File: config.mk
export PLATFORM = sky130hd
export DESIGN_NAME = skid_reg
export DESIGN_NICKNAME = d
export VERILOG_FILES = /design/src/rtl/mac_pkg.sv /design/src/rtl/skid_reg.sv
export SDC_FILE = /design/constraint.sdc
export NUM_CORES = 1
export LEC_CHECK = 0
export CAP_MARGIN = 10
export CORE_MARGIN = 2
export CORE_UTILIZATION = 30
export DETAILED_ROUTE_END_ITERATION = 16
export SLEW_MARGIN = 20
export SYNTH_ARGS = -nofsm -noshare
export SYNTH_HDL_FRONTEND = slang
export SYNTH_SLANG_ARGS = --single-unit
File: constraint.sdc
create_clock -name clk_n -period 2.5 [get_ports clk_n]
set_input_delay 0.75 -clock clk_n [delete_from_list [all_inputs] [get_ports clk_n]]
set_output_delay 0.75 -clock clk_n [all_outputs]
set_load 0.02 [all_outputs]
File: src/rtl/mac_pkg.sv
// Shared definitions for the MAC datapath register stages: state encoding
// and the default data width.
package mac_pkg;

    localparam int BIT_DEPTH_DEFAULT = 32;

    typedef enum logic [1:0] {
        ST_EMPTY = 2'd0,
        ST_BUSY  = 2'd1,
        ST_FULL  = 2'd2
    } skid_state_e;

    // Number of words held in each state.
    function automatic logic [1:0] state_count(input skid_state_e st);
        logic [1:0] cnt;
        case (st)
            ST_EMPTY: cnt = 2'd0;
            ST_BUSY:  cnt = 2'd1;
            ST_FULL:  cnt = 2'd2;
            default:  cnt = 2'd0;
        endcase
        return cnt;
    endfunction

endpackage

File: src/rtl/skid_reg.sv
// Valid/ready pipeline register with one skid entry. in_ready, out_valid,
// out_data and count are all driven straight from flops.
module skid_reg
    import mac_pkg::*;
#(
    parameter int bit_depth = BIT_DEPTH_DEFAULT
) (
    input  logic                 clk_n,
    input  logic                 rst,
    input  logic                 flush,
    input  logic                 in_valid,
    output logic                 in_ready,
    input  logic [bit_depth-1:0] in_data,
    output logic                 out_valid,
    input  logic                 out_ready,
    output logic [bit_depth-1:0] out_data,
    output logic [1:0]           count
);

    skid_state_e          state_r;
    skid_state_e          state_nxt_s;
    logic [bit_depth-1:0] main_r;
    logic [bit_depth-1:0] skid_r;
    logic [bit_depth-1:0] main_nxt_s;
    logic                 in_ready_r;
    logic                 out_valid_r;
    logic [1:0]           count_r;
    logic                 acc_s;
    logic                 dq_s;
    logic                 main_ld_s;
    logic                 main_from_skid_s;
    logic                 skid_ld_s;

    assign in_ready  = in_ready_r;
    assign out_valid = out_valid_r;
    assign out_data  = main_r;
    assign count     = count_r;

    // Next-state and data-load decode; flush overrides every handshake.
    always_comb begin
        acc_s            = in_valid & in_ready_r;
        dq_s             = out_valid_r & out_ready;
        state_nxt_s      = state_r;
        main_ld_s        = 1'b0;
        main_from_skid_s = 1'b0;
        skid_ld_s        = 1'b0;
        if (flush) begin
            state_nxt_s = ST_EMPTY;
        end else begin
            case (state_r)
                ST_EMPTY: begin
                    if (acc_s) begin
                        state_nxt_s = ST_BUSY;
                        main_ld_s   = 1'b1;
                    end else begin
                        state_nxt_s = ST_EMPTY;
                    end
                end
                ST_BUSY: begin
                    if (acc_s && dq_s) begin
                        state_nxt_s = ST_BUSY;
                        main_ld_s   = 1'b1;
                    end else if (acc_s) begin
                        state_nxt_s = ST_FULL;
                        skid_ld_s   = 1'b1;
                    end else if (dq_s) begin
                        state_nxt_s = ST_EMPTY;
                    end else begin
                        state_nxt_s = ST_BUSY;
                    end
                end
                ST_FULL: begin
                    // Upstream is blocked here, so only a dequeue can move us.
                    if (dq_s) begin
                        state_nxt_s      = ST_BUSY;
                        main_ld_s        = 1'b1;
                        main_from_skid_s = 1'b1;
                    end else begin
                        state_nxt_s = ST_FULL;
                    end
                end
                default: begin
                    state_nxt_s = ST_EMPTY;
                end
            endcase
        end
        main_nxt_s = main_from_skid_s ? skid_r : in_data;
    end

    // State plus the handshake/count outputs, decoded from the next state.
    always_ff @(posedge clk_n or posedge rst) begin
        if (rst) begin
            state_r     <= ST_EMPTY;
            in_ready_r  <= 1'b1;
            out_valid_r <= 1'b0;
            count_r     <= 2'd0;
        end else begin
            state_r     <= state_nxt_s;
            in_ready_r  <= (state_nxt_s != ST_FULL);
            out_valid_r <= (state_nxt_s != ST_EMPTY);
            count_r     <= state_count(state_nxt_s);
        end
    end

    // Data registers; they keep their contents across dequeue and flush.
    always_ff @(posedge clk_n or posedge rst) begin
        if (rst) begin
            main_r <= '0;
            skid_r <= '0;
        end else begin
            if (main_ld_s) begin
                main_r <= main_nxt_s;
            end
            if (skid_ld_s) begin
                skid_r <= in_data;
            end
        end
    end

endmodule

### Yosys cells after proc, flatten, opt, wreduce, memory -nomap -nowiden

Index checks and enable logic that the tools add are counted.

| cells by class | value |
|---|---|
| bitwise logic cells | 2 |
| reductions and logical operators | 3 |
| muxes and demuxes | 19 |
| equality and inequality tests | 5 |

Operator list:

| kind | number |
|---|---|
| 2-to-1 mux 32 bit | 1 |
| 2-to-1 mux 1 bit | 11 |
| 2-to-1 mux 2 bit | 4 |
| one-hot mux 2 bit (3 select lines) | 1 |
| equality test 2 x 1 -> 1 bit (second input constant) | 2 |
| equality test 2 bit (second input constant) | 2 |
| one-hot mux 2 bit (2 select lines) | 1 |
| one-hot mux 1 bit (3 select lines) | 1 |
| AND 1 bit | 2 |
| zero test 2 bit | 1 |
| inequality test 2 bit (second input constant) | 1 |
| nonzero test 2 bit | 1 |
| logical AND 1 bit | 1 |

| storage, ports and cells | value |
|---|---|
| word-level logic and storage cells | 35 |
| input port bits | 37 |
| flip-flop bits (word level) | 70 |

### Longest topological paths before layout

| depth | value |
|---|---|
| depth in word-level cells | 8 |
| gate-level depth with buffers | 8 |
| gate-level depth less buffers | 7 |

### Least setup slack after synthesis

OpenSTA, ideal clock, no wires.

| path | value |
|---|---|
| path kind | input to register |
| from | in in_valid |
| to | reg skid_r[0] |
| data arrival time | 1.827 ns |
| slack | 0.548 ns |
| path buffers | 2 |
| stages on the path | 6 |
| required time | 2.375 ns |
| cells stage by stage | and2_1 > ha_1 > and4bb_1 > buf_2 > buf_6 > mux2_4 |

| between the ends | value |
|---|---|
| longest elaborated chain between the ends | 5 |

Ends and longest elaborated chain:

| element | RTL line | RTL |
|---|---|---|
| start, declared | skid_reg.sv:11 | `input logic in_valid,` |
| AND 1 bit (*) | skid_reg.sv:41 | `acc_s = in_valid & in_ready_r;` |
| 2-to-1 mux 1 bit / logical AND 1 bit (equally long branches) | skid_reg.sv:63, skid_reg.sv:60 |  |
| 2-to-1 mux 1 bit (*) | skid_reg.sv:60 | `if (acc_s && dq_s) begin` |
| 2-to-1 mux 1 bit (*) | skid_reg.sv:50 | `case (state_r)` |
| 2-to-1 mux 1 bit (*) | skid_reg.sv:47 | `if (flush) begin` |
| end signal, assigned | skid_reg.sv:115 | `skid_r <= in_data;` |
| end, declared | skid_reg.sv:23 | `logic [bit_depth-1:0] skid_r;` |

Mark *: on every way between the ends. The rest lies on a longest branch, timed or not.
A chain may end at the register's enable or synchronous reset.

### Worst setup path after layout

| path | value |
|---|---|
| from | reg in_ready_r (netlist: in_ready) |
| to | out in_ready |

RTL lines:

| element | RTL line | RTL |
|---|---|---|
| start, declared | skid_reg.sv:25 | `logic in_ready_r;` |
| start signal, assigned | skid_reg.sv:99 | `in_ready_r <= (state_nxt_s != ST_FULL);` |
| end, declared | skid_reg.sv:12 | `output logic in_ready,` |

No word-level cell between the ends.

==> results.toml <==
[status]
status = "finished, final reports clean"

[cells_and_area]
fin_cells = 454
nNetsFinal = 352
drive_gt1_frac = 0.2013
utilization = 0.4217
regArea_um2 = 1753
diodes = 0
fillCellCount = 954
multi_input_area_um2 = 1257
finish.instance_area_um2 = 4314
area_growth_pct = 37.26

[logic_synthesis]
syn_area_per_cell_um2 = 13.49
synth_top_area_share = 0.5494
yosys.area.top_type = "dfrtp_1"
synth_area_leaders = "dfrtp_1 (55%), mux2_4 (14%), mux2i_1 (10%), a21oi_1 (5.1%), nor2_1 (3.9%)"
ys_ff_latch = 70
synth-edff-count = 0
syn_area_um2 = 3143
synth_cell_types = 22
synth_common_cells = "dfrtp_1 (69), nor2_1 (33), a21oi_1 (32), mux2i_1 (32), mux2_4 (30)"
ys_seq_area_frac = 0.5577
async_flop_share = 1.000
yosysMostFrequentCell = "dfrtp_1"
syn_inst = 233
synth.net_count = 272
yosysWarnings = 0
ys.flop_type = "dfrtp_1"

[placement]
post-dp-hpwl_mm = 4.273
globalplace.congestion = 0.6837
placed_area_um2 = 4066
dp.cells = 438
io_buffers = 72

[timing]
worst_pin_slew_ns = 0.5515
timing.hold.ws_ns = 0.5080
skew_ns = 0.008548
fin_crit_sh = 0.9062
fmax_mhz = 441.4
timing.final.crit_period_ns = 2.266
setup_violations = 0
rsz0062_at_grt = "false"
finalHoldViolCount = 0
slew_headroom = 0.6315
slew_violations = 0
fin_setup_tns_ns = 0

[clocking]
clockRootBuffer = "clkbuf_8"
clk_pin_slew_ns = 0.07
cts_resized = 0
cts_buffer_depth = 2
clk_latency_ns = 0.34
post_cts_buffers = 0
cts_tree = "done"
clock_sinks = 70
htree_levels = 3
cts_inserted_buffers = 9
hold_buffers = 0

[route]
wirelength_mm = 6.193
first_iter_violations = 38
num_vias = 1947
via_per_inst = 4.289
wl_per_cell_um = 13.64
drc_errors = 0
antenna_left = 0
drt-pass1-iter-count = 4

[setup_path]
critical_path.max_stage_delay_ns = 0.62
crit_required_ns = 1.75
slowest_stage = "clkdlybuf4s50_1"
crit_path_max_fanout = 3
cp-end-kind = "output port"
r2r_cells = 5
cp.arrival_ns = 1.52
crit_family = "buffers and inverters"
crit_type = "flop to output port"
path_cells = "clkdlybuf4s50_1"
cp-start-kind = "flop"
cp.depth = 1
path_buf_inv = 1

[global_route]
grt_pass1_vias = 2107
grt_max_degree = 35
grt_pass1_wl_mm = 10.38
overflow = 0
track_usage = 0.1199
antenna_found_initial = 0

[die]
die-area_um2 = 11310
coreArea_um2 = 10230
initial_core_util = 0.3072
io_pins = 73
die_h_um = 106.4
fp.dieW_um = 106.4
rows = 37

[pwr]
leakage_nw = 2.015
cellPowerDensity_nw_per_um2 = 938.1
vdd_drop_max_mv = 0.3184

[run]
max_cap_violations = 0

[worst_hold_path]
whs_path_depth = 1
hold_class = "flop to flop"
==> where the power goes <==
part | total, W | switching [W] | internal [W]
Combinational | 0.00119 | 0.000476 | 0.000719
Sequential | 0.00173 | 0.000211 | 0.00152
Clock | 0.00113 | 0.000434 | 0.000692
==> cells in the final DEF (no fill, tap or decap) <==
| master | n |
|---|---|
| inv_1 | 2 |
| clkdlybuf4s50_1 | 72 |
| and2_1 | 3 |
| clkinv_4 | 1 |
| nand4b_1 | 1 |
| nand3_2 | 1 |
| nand2_1 | 2 |
| buf_4 | 4 |
| bufinv_16 | 3 |
| a31oi_4 | 1 |
| clkinvlp_4 | 2 |
| nand4bb_4 | 1 |
| nor3b_2 | 1 |
| a21oi_1 | 32 |
| nand2b_1 | 1 |
| mux2i_1 | 32 |
| a21o_1 | 2 |
| nor2_1 | 33 |
| clkbuf_8 | 10 |
| mux2_4 | 30 |
| nand3b_1 | 2 |
| clkbuf_1 | 1 |
| dfstp_2 | 1 |
| ha_1 | 2 |
| and4bb_2 | 1 |
| dfrtp_1 | 69 |
| buf_12 | 6 |
| mux2_2 | 2 |
==> layer usage <==
metal,vias to the layer above,routed length [um],GRT usage
met5,-,0,0
met4,0,129,0.06297
met3,12,305,0.03924
met2,48,2909,0.1854
met1,919,2849,0.1486
li1,968,-,-
==> cells by family (layout without fill, tap and decap cells) <==
logic type	count (synthesis)	count (layout)	synth area share
buffers and inverters	16	101	0.04220
AO/OA/AOI/OAI	35	35	0.06250
multiplexers	64	64	0.2524
AND/OR/NAND/NOR	46	46	0.07723
flip-flops	70	70	0.5577
adder cells (fa/ha/maj)	2	2	0.007961
==> metrics by stage <==
step                setup WS, ns  power (W)
floorplan                 0.5478   0.002453
global placement         0.03812   0.002922
detailed placement      0.002615   0.002947
CTS                       0.1946   0.004110
global route              0.1710   0.004281
finish                    0.2345   0.004047
==> cell type report <==
type                    instances  area share
flip-flops and latches         70      0.4063
multi-input cells             147      0.2915
repair buffers                 82      0.2019
well taps                     136     0.03944
clock buffers                  11     0.03277
clock inverters                 5     0.02465
inverters                       3    0.003480
==> sequential cells by signal (all words and copies together), names as in the netlist <==
name and flops:
out_data 32, skid_r 32, count 2, state_r 2, in_ready 1, out_valid 1
==> worst paths after layout <==
kind | startpoint | end | slack [ns]
max in group asynchronous | rst | skid_r[18] | 1.19
min in group asynchronous | rst | skid_r[9] | 0.81
min | skid_r[19] | skid_r[19] | 0.51
min reg2reg | skid_r[19] | skid_r[19] | 0.51
max | in_ready | in_ready | 0.23
max reg2reg | in_ready | skid_r[18] | 0.69
Power figures use the tool's default switching activity.
